## config.mk

```make
export PLATFORM = sky130hd
export DESIGN_NAME = uart_program_loader_flat
export DESIGN_NICKNAME = d
export VERILOG_FILES = /design/src/rtl/uart_program_loader_if.sv /design/src/rtl/uart_program_loader.sv /design/src/flat_wrapper.sv
export SDC_FILE = /design/constraint.sdc
export NUM_CORES = 1
export LEC_CHECK = 0
export ABC_AREA = 1
export BUFFER_PORTS_ARGS = -buffer_cell sky130_fd_sc_hd__buf_2
export CAP_MARGIN = 20
export CORE_MARGIN = 8
export CORE_UTILIZATION = 40
export DETAILED_ROUTE_END_ITERATION = 8
export PLACE_DENSITY = 0.68
export SLEW_MARGIN = 10
export SYNTH_ARGS = -nofsm -noshare
export SYNTH_HDL_FRONTEND = slang
export SYNTH_SLANG_ARGS = --single-unit
```

## constraint.sdc

```tcl
create_clock -name clk -period 1.71 [get_ports clk]
set_input_delay 0.342 -clock clk [delete_from_list [all_inputs] [get_ports clk]]
set_output_delay 0.342 -clock clk [all_outputs]
set_load 0.02 [all_outputs]
```

## src/rtl/uart_program_loader_if.sv

```systemverilog
// uart_program_loader_if: serial input, program-memory write port and loader status
interface uart_program_loader_if #(
  parameter int ADDR_WIDTH = 8,
  parameter int INSTRUCTION_WIDTH = 4,
  parameter int DATA_WIDTH = ADDR_WIDTH + INSTRUCTION_WIDTH
);
  logic rx;
  logic program_write;
  logic [DATA_WIDTH-1:0] program_cmd;
  logic [ADDR_WIDTH-1:0] uart_address;
  logic cpu_hold;
  logic frame_error;
  logic busy;
  modport master (input rx, output program_write, program_cmd, uart_address, cpu_hold, frame_error, busy);
  modport slave (output rx, input program_write, program_cmd, uart_address, cpu_hold, frame_error, busy);
endinterface

```

## src/rtl/uart_program_loader.sv

```systemverilog
// uart_program_loader: 8N1 UART receiver that assembles {opcode, operand} words into program memory
module uart_program_loader #(
  parameter int CLKS_PER_BIT = 16,
  parameter int ADDR_WIDTH = 8,
  parameter int INSTRUCTION_WIDTH = 4,
  parameter int DATA_WIDTH = ADDR_WIDTH + INSTRUCTION_WIDTH
) (
  input logic clk,
  input logic reset,
  uart_program_loader_if.master bus
);
  localparam int CW = $clog2(CLKS_PER_BIT);
  typedef enum logic [1:0] {RX_IDLE, RX_START, RX_DATA, RX_STOP} rx_state_t;
  typedef enum logic {C_HI, C_LO} cmd_state_t;
  rx_state_t rx_state;
  cmd_state_t cmd_state;
  logic rx_meta, rx_s, rx_prev;
  logic [CW-1:0] cnt;
  logic [2:0] bit_idx;
  logic [7:0] shift;
  logic [INSTRUCTION_WIDTH-1:0] opcode;
  logic last, stop_tick, byte_valid, bad_stop;
  always_comb begin
    last = cnt == CW'(rx_state == RX_START ? CLKS_PER_BIT / 2 - 1 : CLKS_PER_BIT - 1);
    stop_tick = rx_state == RX_STOP && last;
    byte_valid = stop_tick && rx_s;
    bad_stop = stop_tick && !rx_s;
  end
  assign bus.busy = rx_state != RX_IDLE;
  // byte_valid is the stop-bit sample itself, so the write strobe lands one cycle later
  always_ff @(posedge clk or negedge reset) begin
    if (!reset) begin
      {rx_meta, rx_s, rx_prev} <= 3'b111;
      rx_state <= RX_IDLE;
      cnt <= '0;
      bit_idx <= '0;
      shift <= '0;
      bus.frame_error <= 1'b0;
    end else begin
      rx_meta <= bus.rx;
      rx_s <= rx_meta;
      rx_prev <= rx_s;
      bus.frame_error <= bad_stop;
      cnt <= (rx_state == RX_IDLE || last) ? '0 : cnt + CW'(1);
      case (rx_state)
        RX_IDLE: if (rx_prev && !rx_s) rx_state <= RX_START;
        RX_START: begin
          bit_idx <= '0;
          if (last) rx_state <= rx_s ? RX_IDLE : RX_DATA;
        end
        RX_DATA: if (last) begin
          shift <= {rx_s, shift[7:1]};
          bit_idx <= bit_idx + 3'd1;
          if (bit_idx == 3'd7) rx_state <= RX_STOP;
        end
        default: if (last) rx_state <= RX_IDLE;
      endcase
    end
  end
  always_ff @(posedge clk or negedge reset) begin
    if (!reset) begin
      cmd_state <= C_HI;
      opcode <= '0;
      bus.program_write <= 1'b0;
      bus.program_cmd <= '0;
      bus.uart_address <= '0;
      bus.cpu_hold <= 1'b0;
    end else begin
      bus.program_write <= 1'b0;
      if (bus.program_write) bus.uart_address <= bus.uart_address + ADDR_WIDTH'(1);
      if (bad_stop) cmd_state <= C_HI;
      else if (byte_valid) begin
        if (cmd_state == C_LO) begin
          cmd_state <= C_HI;
          if (bus.cpu_hold) begin
            bus.program_cmd <= DATA_WIDTH'({opcode, shift});
            bus.program_write <= 1'b1;
          end
        end else if (shift == 8'h40) begin
          bus.uart_address <= '0;
          bus.cpu_hold <= 1'b1;
        end else if (shift == 8'h41) bus.cpu_hold <= 1'b0;
        else if (shift[7]) begin
          opcode <= shift[INSTRUCTION_WIDTH-1:0];
          cmd_state <= C_LO;
        end
      end
    end
  end
endmodule

```

## src/flat_wrapper.sv

```systemverilog
// flat-port wrapper written by rule: the top's interface ports become plain ports
module uart_program_loader_flat 
#(
  parameter int CLKS_PER_BIT = 16,
  parameter int ADDR_WIDTH = 8,
  parameter int INSTRUCTION_WIDTH = 4,
  parameter int DATA_WIDTH = ADDR_WIDTH + INSTRUCTION_WIDTH
)
  (clk, reset, bus_rx, bus_program_write, bus_program_cmd, bus_uart_address, bus_cpu_hold, bus_frame_error, bus_busy);
  uart_program_loader_if #(.ADDR_WIDTH(ADDR_WIDTH), .INSTRUCTION_WIDTH(INSTRUCTION_WIDTH), .DATA_WIDTH(DATA_WIDTH)) bus_i ();
  input logic clk;
  input logic reset;
  input wire logic [$bits(bus_i.rx)-1:0] bus_rx;
  output wire logic [$bits(bus_i.program_write)-1:0] bus_program_write;
  output wire logic [$bits(bus_i.program_cmd)-1:0] bus_program_cmd;
  output wire logic [$bits(bus_i.uart_address)-1:0] bus_uart_address;
  output wire logic [$bits(bus_i.cpu_hold)-1:0] bus_cpu_hold;
  output wire logic [$bits(bus_i.frame_error)-1:0] bus_frame_error;
  output wire logic [$bits(bus_i.busy)-1:0] bus_busy;
  assign bus_i.rx = bus_rx;
  assign bus_program_write = bus_i.program_write;
  assign bus_program_cmd = bus_i.program_cmd;
  assign bus_uart_address = bus_i.uart_address;
  assign bus_cpu_hold = bus_i.cpu_hold;
  assign bus_frame_error = bus_i.frame_error;
  assign bus_busy = bus_i.busy;
  uart_program_loader #(.CLKS_PER_BIT(CLKS_PER_BIT), .ADDR_WIDTH(ADDR_WIDTH), .INSTRUCTION_WIDTH(INSTRUCTION_WIDTH), .DATA_WIDTH(DATA_WIDTH)) u_core (.clk(clk), .reset(reset), .bus(bus_i));
endmodule
```

==> impl_metrics.toml <==
[timing]
fin_crit_sh_pct = 91.0
period_needed_ns = 1.56
setup_violations = 0
rsz0062_at_grt = "false"
worstMarginPinSlew_ns = 0.347
hold_viol = 0
maxSlewHeadroom_pct = 76.9
finalSetupTns_ns = 0
slew_violations = 0
fmax_mhz = 642
fin_skew_ns = 0.0111

[floorplan]
core_sq_um = 5370
row_count = 27
die_w_um = 89.9
die_y_um = 89.9
ioPinCount = 27
start_util_pct = 40.6
die_area_sq_um = 8070

[final_layout]
final_common_cell = "nand2_1"
drive_gt1_share_pct = 23.2
diodes = 0
final_cell_mix = "70 x nand2_1, 45 x dfrtp_1, 28 x inv_1"
area_growth_pct = 14.6
fin_nets = 273

[cts]
cts_tree = "done"
clock_path_buffers = 2
cts_root_buf = "clkbuf_8"
cts_buffers = 5
clkTransAtPathRegs_ns = 0.09
ctsHtreeMaxLevel = 2
postCtsSetupRepairBufs = 0
insertion_delay_ns = 0.30
cts.sinks = 48

[placement]
place_congestion = 0.833
numPortBuffers = 26
dp_hpwl_um = 2880

[setup_path]
worst_setup_path_end_kind = "output pin"
reg2reg_setup_slack_ns = 0.24
startpoint_type = "flip-flop"
cpMaxStageDelayCell = "dfrtp_1"
critPathMaxFanout = 5
arrival_ns = 1.21
crit_type = "flip-flop to output pin"
crit_path_cell_trace = "nor2_2, inv_1, buf_2"
crit_required_ns = 1.37
crit_path_max_incr_delay_ns = 0.46

[synthesis]
syn_area_sq_um = 2180
syn_inst = 233
synth_warnings = 0
synth_ff_type = "dfrtp_1"
seq_area_frac_synth_pct = 55.2
synth_seq_cells = 48
synth_edf_count = 0
avgSynthCellArea_sq_um = 9.37
synth_fp_nets = 240
synthArstFlopShare_pct = 100
synth.distinct_cells = 30

[routing]
drc = 0
dr.first_iter.drc_count = 62
via_count = 1531
viasPerCell = 4.52
wl_um = 3790
wl_per_cell_um = 11.2
ant_nets = 0
first_pass_iters = 4

[power_and_ir_drop]
p_per_area_nw_per_um2 = 913
p_int_mw = 1.64
leakage_nw = 1.34
ir_worst_vdd_mv = 0.358
finalPower_mw = 2.28
sw_frac_of_total_pct = 28.2
seqPwrFrac_pct = 56.7
combinationalPowerShare_pct = 13.4
pwr-share-clk_pct = 29.8
p_sw_mw = 0.644

[global_route]
grt_usage_pct = 10.1
grt_pass1_vias = 1500
grt_overflow = 0
grt_max_degree = 19
antenna_found_initial = 0
grt_first_pass_wirelength_um = 6830

[hold_path]
hold_path.class = "input port to flip-flop"

[job]
max-cap-violations = 0

[run_status]
status = "finished, final reports clean"
## path summary, 6_finish.rpt
check	end	cells past startpoint	from
max in group asynchronous	u_core.shift[0]$_DFFE_PN0P_	3	reset
worst max register to register	u_core.bus.program_cmd[2]$_DFFE_PN0P_	9	u_core.cnt[0]$_DFF_PN0_
min in group asynchronous	u_core.rx_state[0]$_DFFE_PN0P_	2	reset
worst min-delay path	u_core.rx_meta$_DFF_PN1_	1	bus_rx
worst max-delay path	bus_busy	3	u_core.rx_state[1]$_DFFE_PN0P_
worst min register to register	u_core.rx_s$_DFF_PN1_	0	u_core.rx_meta$_DFF_PN1_
## cells by family after synthesis
logic type / share of synthesized area (%)
AO/OA/AOI/OAI: 6.77
AND/OR/NAND/NOR: 25.0
XOR/XNOR: 2.41
flip-flops: 55.2
adder cells (fa/ha/maj): 2.29
multiplexers: 0.459
buffers and inverters: 7.85
## sequential cells by signal, indices dropped and copies added, names as in the netlist
register,count
u_core.bus.program_cmd,12
u_core.bit_idx,3
u_core.cnt,4
u_core.rx_state,2
u_core.opcode,4
u_core.bus.program_write,1
u_core.cmd_state,1
u_core.rx_meta,1
u_core.bus.frame_error,1
u_core.bus.cpu_hold,1
u_core.bus.uart_address,8
u_core.shift,8
u_core.rx_s,1
u_core.rx_prev,1
## power groups by stage
stage	Clock, mW	Sequential (mW)	Combinational (mW)
5_1_grt	0.761	1.31	0.366
2_1_floorplan	0	1.29	0.225
3_3_place_gp	0	1.31	0.299
6_report	0.681	1.30	0.307
3_5_place_dp	0	1.31	0.307
4_1_cts	0.715	1.29	0.309
## metrics by stage
stage | worst slack (ns) | cell area, sq um | utilization, % | hold slack, ns | instances
floorplan | 0.407 | 2180 | - | 0.0464 | 233
global placement | 0.306 | 2390 | 44.6 | 0.260 | 330
detailed placement | 0.251 | 2390 | 44.6 | 0.264 | 330
CTS | 0.0931 | 2500 | 46.5 | 0.117 | 339
global route | 0.0692 | 2500 | 46.6 | 0.111 | 339
finish | 0.153 | 2500 | 46.6 | 0.130 | 339
## Yosys cell counts (3+ instances only)
library cell | instances | share of area [%]
nor2_1 | 14 | 2.4
nand2_1 | 70 | 12
dfrtp_1 | 45 | 52
o21ai_2 | 8 | 3.2
o21ai_0 | 12 | 2.8
dfstp_2 | 3 | 3.6
nor2_2 | 3 | 0.86
inv_1 | 28 | 4.8
nand4_1 | 6 | 1.7
nand3_1 | 12 | 2.8
xor2_1 | 4 | 1.6
ha_1 | 4 | 2.3
## layer usage
metal	up-vias	global-route usage, %	part of all wire (%)
met5	-	0	0
met4	0	4.58	1.6
met3	7	3.82	5.5
met2	23	15.4	45
met1	701	12.5	48
li1	800	-	-
## timing repair
item,4_1_cts,5_1_grt
endpoints found under the hold margin,10,0
resized for setup,0,1
setup endpoints to repair,0,1
hold buffers,1,0
## critical path: cells and delay by family (launching register included)
kind                   cells  cell delay [ns]
flip-flops                 1             0.46
buffers and inverters      2             0.27
AND/OR/NAND/NOR            1             0.19
## layout make-up
type	instances	area [sq um]
Multi-Input combinational cell	149	808
Clock inverter	1	7.51
Tap cell	72	90.1
Timing Repair Buffer	32	190
Clock buffer	7	86.3
Inverter	30	114
Sequential cell	48	1200
Fill cell	512	2870
Note: power is estimated with default switching activity, not from simulation.
